`config.mk`:
```
export PLATFORM = sky130hd
export DESIGN_NAME = bit_recovery
export DESIGN_NICKNAME = d
export VERILOG_FILES = /design/src/rtl/bit_recovery.sv
export SDC_FILE = /design/constraint.sdc
export NUM_CORES = 1
export LEC_CHECK = 0
export BUFFER_PORTS_ARGS = -buffer_cell sky130_fd_sc_hd__buf_2
export CORE_MARGIN = 2
export CORE_UTILIZATION = 35
export CTS_CLUSTER_DIAMETER = 120
export CTS_CLUSTER_SIZE = 16
export DETAILED_ROUTE_END_ITERATION = 10
export PLACE_DENSITY = 0.54
export SETUP_SLACK_MARGIN = 0.1
export SYNTH_ARGS = -nofsm -noshare
export SYNTH_HDL_FRONTEND = slang
export SYNTH_SLANG_ARGS = --single-unit
```
`constraint.sdc`:
```
create_clock -name clock -period 3.55 [get_ports clock]
set_input_delay 0.355 -clock clock [delete_from_list [all_inputs] [get_ports clock]]
set_output_delay 0.355 -clock clock [all_outputs]
set_load 0.02 [all_outputs]
```
`src/rtl/bit_recovery.sv`:
```
// bit_recovery: syncs the raw NRZ line, recovers bit timing from transitions, strobes each bit and flags the inter-frame idle gap.
// First strobe 3+CLKS_PER_BIT/2 cycles after a line transition (+2 with BIT_RECOVERY_GLITCH_FILTER_EN); no backpressure.
module bit_recovery #(
  parameter int CLKS_PER_BIT = 16,
  parameter int IDLE_BITS    = 32,
  parameter int CNT_W        = 8
) (
  input  logic       clock,
  input  logic       reset,
  input  logic       rx_raw,
  input  logic       enable,
  output logic       serial_data,
  output logic       serial_clock,
  output logic       frame_active,
  output logic       frame_end,
  output logic [7:0] bit_count
);

  localparam logic [CNT_W-1:0] HALF_M1   = CNT_W'(CLKS_PER_BIT / 2 - 1);
  localparam logic [CNT_W-1:0] PHASE_MAX = CNT_W'(CLKS_PER_BIT - 1);
  localparam logic [CNT_W-1:0] IDLE_LIM  = CNT_W'(IDLE_BITS);
  localparam logic [CNT_W-1:0] CNT_ONE   = CNT_W'(1);

  typedef enum logic {IDLE, LOCK} state_t;

  logic sync_0;
  logic rx_s;
  logic rx_f;
  logic rx_prev;
  logic edge_q;

  // The edge flag is registered: it is the one-cycle "edge" stage of the first-strobe latency.
  always_ff @(posedge clock) begin
    if (reset) begin
      sync_0  <= 1'b0;
      rx_s    <= 1'b0;
      rx_prev <= 1'b0;
      edge_q  <= 1'b0;
    end else begin
      sync_0  <= rx_raw;
      rx_s    <= sync_0;
      rx_prev <= rx_f;
      edge_q  <= rx_f ^ rx_prev;
    end
  end

`ifdef BIT_RECOVERY_GLITCH_FILTER_EN
  logic filt_a;
  logic filt_q;

  // Majority of (current, previous, filtered) rejects single-cycle pulses at two cycles of lag.
  always_ff @(posedge clock) begin
    if (reset) begin
      filt_a <= 1'b0;
      filt_q <= 1'b0;
    end else begin
      filt_a <= rx_s;
      filt_q <= (rx_s & filt_a) | (rx_s & filt_q) | (filt_a & filt_q);
    end
  end

  assign rx_f = filt_q;
`else
  assign rx_f = rx_s;
`endif

  state_t           state;
  logic [CNT_W-1:0] phase;
  logic [CNT_W-1:0] idle_cnt;
  logic [CNT_W-1:0] idle_nxt;

  assign idle_nxt = idle_cnt + CNT_ONE;

  always_ff @(posedge clock) begin
    if (reset) begin
      state        <= IDLE;
      phase        <= '0;
      idle_cnt     <= '0;
      serial_data  <= 1'b0;
      serial_clock <= 1'b0;
      frame_active <= 1'b0;
      frame_end    <= 1'b0;
      bit_count    <= 8'd0;
    end else begin
      serial_clock <= 1'b0;
      frame_end    <= 1'b0;
      if (!enable) begin
        state        <= IDLE;
        phase        <= '0;
        idle_cnt     <= '0;
        bit_count    <= 8'd0;
        frame_active <= 1'b0;
      end else begin
        case (state)
          IDLE: begin
            if (edge_q) begin
              state        <= LOCK;
              frame_active <= 1'b1;
              phase        <= '0;
              idle_cnt     <= '0;
              bit_count    <= 8'd0;
            end
          end
          LOCK: begin
            phase <= (phase == PHASE_MAX) ? '0 : phase + CNT_ONE;
            if (edge_q) begin
              phase    <= '0;
              idle_cnt <= '0;
            end else if (phase == HALF_M1) begin
              serial_clock <= 1'b1;
              serial_data  <= rx_f;
              if (bit_count != 8'hFF) bit_count <= bit_count + 8'd1;
              idle_cnt <= idle_nxt;
              // The final strobe and frame_end share a cycle; the decoder takes the bit first.
              if (idle_nxt == IDLE_LIM) begin
                frame_end    <= 1'b1;
                frame_active <= 1'b0;
                state        <= IDLE;
              end
            end
          end
          default: state <= IDLE;
        endcase
      end
    end
  end

endmodule

```
==> results of run 1 <==
-- cell families (layout without fill, tap and decap cells) --
family                   Yosys count  in the layout
AND/OR/NAND/NOR                   91             91
multiplexers                       4              4
flip-flops                        33             33
XOR/XNOR                           5              5
buffers and inverters             12             27
AO/OA/AOI/OAI                     41             41
adder cells (fa/ha/maj)            6              6
-- layer usage --
layer / vias to the layer above / wire, um
li1: 744 / -
met1: 651 / 1830
met2: 25 / 1620
met3: 6 / 149
met4: 0 / 53
met5: - / 0
-- per-stage QoR --
stage,worst slack [ps],area (um^2)
2_1_floorplan,1800,1710
3_3_place_gp,1470,1840
3_5_place_dp,1490,1840
4_1_cts,1460,1930
5_1_grt,1290,1930
6_report,1450,1930
-- worst reg2reg max path, delay by kind of cell (launching register included) --
kind                       cells  cell delay [ps]
adders and majority gates      1              420
DFF                            1              480
AOI/OAI and AO/OA              1              490
and+or+nand+nor                2              470
buffers and inverters          1              100
-- final timing paths --
path                            to              start  slack, ps
min reg2reg        rx_f$_SDFF_PP0_  sync_0$_SDFF_PP0_        450
max reg2reg  phase[0]$_SDFFE_PP0P_   state$_SDFF_PP0_       1450
min              sync_0$_SDFF_PP0_             rx_raw        280
max          phase[0]$_SDFFE_PP0P_   state$_SDFF_PP0_       1450
-- area by class of cell --
| cell class | instances | area share [%] |
|---|---|---|
| clock buffers | 7 | 4.48 |
| inverters | 4 | 0.779 |
| multi-input cells | 147 | 51.8 |
| flip-flops and latches | 33 | 34.3 |
| well taps | 67 | 4.35 |
| repair buffers | 16 | 4.28 |
-- power breakdown --
| group | switching, mW | total, mW | internal (mW) | leakage (nW) |
|---|---|---|---|---|
| Clock | 0.134 | 0.288 | 0.154 | 0.0443 |
| Sequential | 0.00238 | 0.375 | 0.373 | 0.266 |
| Combinational | 0.0227 | 0.0348 | 0.0121 | 0.366 |
-- flip-flops by register name, indices dropped and copies added, names as in the netlist --
register      count
bit_count         8
edge_q            1
frame_active      1
frame_end         1
idle_cnt          8
phase             8
rx_f              1
rx_prev           1
serial_clock      1
serial_data       1
state             1
sync_0            1
-- synthesized netlist by cell type (all sizes together) (3+ instances only) --
cell     instances  area share (%)
buf              3             1.2
xor2             3             1.5
o2111ai          3             1.9
or3             10             3.7
nand2           19             4.2
mux2i            4             2.3
ha               6             4.4
nor3             9             2.9
nor2b            6             2.2
a211o            6             3.1
inv              4            0.88
nand3            8             2.3
o21ai            6             1.8
a21oi            8             2.3
nor2            15             3.3
nand2b           4             1.5
clkbuf           5             1.1
a211oi           3             1.9
nand3b           3             1.3
dfxtp           33              39
a32o             5             2.9
nand4            4             1.5
==> out/results.tsv, run 1 <==
metric	value	unit
status	finished, final reports clean	
synthToLayoutAreaGrowth	12.5	%
die_area	5470	um^2
finalCritPeriodShare	59.0	%
synth_xor_area_share	2.55	%
fmax	477	MHz
ys_ff_latch	33	
drive_above_1_share	15.5	%
ant_nets	0	
fill_cells	484	
slew_violations	0	
wire_per_inst	13.3	um
coreArea	4720	um^2
rows	25	
crit_arrival	2250	ps
setup_viol	0	
num_antenna_cells	0	
finalClockSkew	8.75	ps
routed_wl	3650	um
total_power	0.698	mW
synthArstFlopShare	0	%
grt.total_usage	14.7	%
nets	217	
dr.pass1.iters	4	
post_cts_resized	0	
critPathMaxFanout	19	
max-cap-violations	0	
h-tree-depth	2	
seq_area	661	um^2
grt_pass1_wl	6070	um
leakagePower	0.677	nW
drc	0	
die_x	74.0	um
synth_compound_area_share	19.3	%
critPathRequiredTime	3700	ps
fin_cells	274	
setup_tns	0	ps
fin_crit	2100	ps
globalplace.congestion	0.825	
hold_viol	0	
grtUsageMet3	4.07	%
cp_num_cells	5	
reg2reg_depth	5	
antenna_found_initial	0	
grt_overflow	0	
syn_area	1710	um^2
synthFlopType	dfxtp_1	
final_core_util	40.8	%
most-common-layout-cells	dfxtp_1, nand2_1, nor2_1, buf_2, or3_1	
cts_buffer_depth	2	
ys_seq_area_share	38.5	%
yosysWarnings	0	
vias	1426	
whs	284	ps
muxShareOfSynthArea	2.34	%
critPathLaunchType	flop	
path_clk_slew	70	ps
max_slew_margin	49.9	%
grt_pass1_vias	1266	
clk_latency	290	ps
min_path_cells	2	
yosys.area_share.adder	4.38	%
critical_path_class	reg -> reg	
synth.distinct_cells	50	
postCtsSetupRepairBufs	0	
io_pins	16	
hold_buffers	0	
dp_cells	267	
tightestPinTransition	751	ps
synth-edff-count	0	
grt_max_degree	20	
start_util	36.3	%
cp_slowest_cell	o221ai_1	
hp-class	in -> reg	
final_common_cell	dfxtp_1	
synth_top_family_by_area	simple AND/OR/NAND/NOR gates	
grt.busiest_layer	met2	
cts_buffers	5	
synthCells	192	
io_buffers	15	
syn_area_per_cell	8.93	um^2
cts.sinks	33	
met2_usage	21.9	%
crit_buf_inv	1	
ir_drop	0.000136	V
root_buffer	clkbuf_8	
via_per_inst	5.20	
cpLargestDelayFamily	compound AO/OA/AOI/OAI gates	
cts_tree	done	
yosys.area_share.simple	29.7	%
dp_hpwl	2500	um
grtUsageMet1	19.8	%
slowest_delay	490	ps
pwr_density_cell	362	nW/um^2
first_iter_violations	109	
crit_chain	inv_1 -> ha_1 -> nand4b_1 -> o221ai_1 -> nor2_1	
rsz0062_at_grt	false	
cp-end-kind	flop	
synth_nets	202	
fp.dieH	74.0	um
multi_input_comb_area	1000	um^2
Note: power is estimated with default switching activity, not from simulation.
==> run 2, diff against run 1 <==
Settings changed: ABC_AREA set to 1.
Clock period 3.55 ns to 2.1 ns, I/O delays scaled along.
==> run 2 against run 1 <==
  * Non-clock buffer count fell by 1
  * Hold slack got worse by 150 ps
  * Die area rose by 0.69%
  * Clock power rose by 64%
  * Via count rose by 2.9%
  * Critical path depth rose by 3
  * Sequential power rose by 70%
  * Core utilization rose by 0.49 points
  * Clock skew fell by 2.4 ps
  * Combinational power rose by 82%
  * Sequential share of layout area fell by 0.57 points
  * Critical endpoint is now phase[7]$_SDFFE_PP0P_
==> out/results.tsv, run 2 <==
metric	value	unit	change
slew_violations	0		unchanged
die_area	5510	um^2	+0.69%
muxShareOfSynthArea	0	%	-2.3 points
syn_area_per_cell	7.32	um^2	-18%
ys_seq_area_share	38.3	%	-0.28 points
io_buffers	15		unchanged
seq_area	662	um^2	+0.19%
setup_tns	0	ps	unchanged
antenna_found_initial	0		unchanged
fp.dieH	74.2	um	+0.34%
max-cap-violations	0		unchanged
ys_ff_latch	33		unchanged
finalClockSkew	6.35	ps	-2.40 ps
hp-class	in -> reg		
dpl_cell_area	1880	um^2	+1.9%
grt_max_degree	14		-30%
io_pins	16		unchanged
dr.pass1.iters	4		unchanged
crit_chain	inv_2 -> ha_1 -> nor4_2 -> nand2_1 -> nor2_2 -> nand2_1 -> nor2_1 -> nor3b_2		
syn_area	1730	um^2	+0.73%
ant_nets	0		unchanged
routed_wl	3300	um	-9.5%
ys_top_cells_by_count	nand2_1, dfxtp_1, inv_1, nor2_1		
yosysMostFrequentCell	nand2_1		
hold_viol	0		unchanged
via_per_inst	4.54		-13%
path_clk_slew	70	ps	about the same
synth.area.top_cells	dfxtp_1, nand2_1, inv_1, nor2_1, a21oi_1		
drc	0		unchanged
cp-end-kind	flop		
rsz0062_at_grt	false		
nets	266		+23%
synth-edff-count	0		unchanged
whs	137	ps	-147 ps
critPathMaxFanout	7		-12
most-common-layout-cells	nand2_1, dfxtp_1, inv_1, nor2_1		
start_util	36.3	%	about the same
slowest_delay	380	ps	-110 ps
root_buffer	clkbuf_8		
cts_buffers	5		unchanged
tightestPinTransition	405	ps	-346 ps
final_common_cell	nand2_1		
setup_viol	0		unchanged
grt_pass1_vias	1328		+4.9%
fill_cells	513		+6.0%
ir_drop	0.000312	V	+130%
dp_cells	316		+18%
synth_nets	246		+22%
synthArstFlopShare	0	%	unchanged
crit_arrival	1920	ps	-330 ps
critPathLaunchType	flop		
synthFlopType	dfxtp_1		
critPathRequiredTime	2250	ps	-1450 ps
grt_overflow	0		unchanged
max_slew_margin	73.0	%	+23 points
clk_latency	280	ps	about the same
synthToLayoutAreaGrowth	13.8	%	
fmax	566	MHz	+19%
wire_per_inst	10.2	um	-23%
synth_top_family_by_area	simple AND/OR/NAND/NOR gates		
rows	25		unchanged
cp_slowest_cell	dfxtp_2		
die_x	74.2	um	+0.34%
status	finished, final reports clean		
leakagePower	0.730	nW	+7.8%
yosysWarnings	0		unchanged
path_common_cell	nand2_1		
dp_hpwl	2460	um	-1.6%
multi_input_comb_area	933	um^2	-6.6%
reg2reg_slack	330	ps	-1120 ps
synth_xor_area_share	2.03	%	-0.53 points
netlist.area_leader.share	38.3	%	-0.28 points
num_antenna_cells	0		unchanged
grt_pass1_wl	5840	um	-3.8%
grt.total_usage	13.7	%	-1.0 points
first_iter_violations	101		-7.3%
fin_crit	1770	ps	-328 ps
critical_path_class	reg -> reg		
drive_above_1_share	20.3	%	+4.9 points
synth_compound_area_share	8.91	%	-10 points
pwr_density_cell	596	nW/um^2	+65%
yosys.area_share.simple	38.8	%	+9.1 points
coreArea	4750	um^2	+0.66%
cts_tree	done		
h-tree-depth	2		unchanged
synth.distinct_cells	32		-36%
top_regs	bit_count: 8 flops, idle_cnt: 8 flops, phase: 8 flops		
yosysTopAreaCell	dfxtp_1		
total_power	1.17	mW	+68%
cts.sinks	33		unchanged
synthCells	236		+23%
design_area	1960	um^2	+1.9%
vias	1467		+2.9%
finalCritPeriodShare	84.2	%	+25 points
yosys.area_share.adder	4.35	%	-0.032 points
cts_buffer_depth	2		unchanged
fin_cells	323		+18%
globalplace.congestion	0.810		-1.8%
run 2: cell types whose count changed in the layout (fill, tap and decap cells not counted), moves of 9 or more:
cell / previous run / this run
a21oi_1: 8 / 18
inv_1: 4 / 27
nand2_1: 19 / 51
nand3_1: 8 / 18
nor2_1: 15 / 27
or3_1: 9 / 0
run 2: final cells by class:
cell class | instances | share of cell area [%]
clock buffers | 7 | 4.39
inverters | 33 | 6.31
multi-input cells | 168 | 47.5
flip-flops and latches | 33 | 33.7
well taps | 67 | 4.27
repair buffers | 15 | 3.82
run 2: path summary, 6_finish.rpt:
| check | start | endpoint | cells after the start |
|---|---|---|---|
| max | state$_SDFF_PP0_ | phase[7]$_SDFFE_PP0P_ | 8 |
| min reg2reg | sync_0$_SDFF_PP0_ | rx_f$_SDFF_PP0_ | 2 |
| max reg2reg | state$_SDFF_PP0_ | phase[7]$_SDFFE_PP0P_ | 8 |
| min | rx_raw | sync_0$_SDFF_PP0_ | 3 |
run 2: where the power goes:
group,internal [mW],switching (mW),total [mW]
Combinational,0.0181,0.0451,0.0632
Clock,0.260,0.212,0.471
Sequential,0.632,0.00412,0.636
run 2: timing repair:
action                                  4_1_cts  5_1_grt
hold buffers                                  0        0
gates resized for setup                       0        1
endpoints found under the setup margin        0        1
setup buffers                                 0        0
run 2: cell families (layout without fill, tap and decap cells):
group           Yosys count  count (layout)
fa+ha+maj                 6               6
compound gates           27              27
buf+inv                  35              55
simple gates            131             131
xor+xnor                  4               4
flops                    33              33
run 2: worst max-delay path, delay by kind of cell, from the launching register on:
| kind | cells | cell delay, ps |
|---|---|---|
| and+or+nand+nor | 6 | 890 |
| buffers and inverters | 1 | 90 |
| DFF | 1 | 380 |
| adders and majority gates | 1 | 280 |
run 2: through the flow:
step,setup slack [ps],utilization (%)
floorplan,486,-
global placement,394,39.5
detailed placement,265,39.5
CTS,251,41.3
global route,167,41.3
finish,332,41.3
run 2: metal layers:
metal | track usage [%] | wire, um | up-vias
met5 | 0 | 0 | -
met4 | 4.76 | 40 | 0
met3 | 3.66 | 119 | 5
met2 | 21.4 | 1460 | 26
met1 | 18.3 | 1680 | 636
li1 | - | - | 800
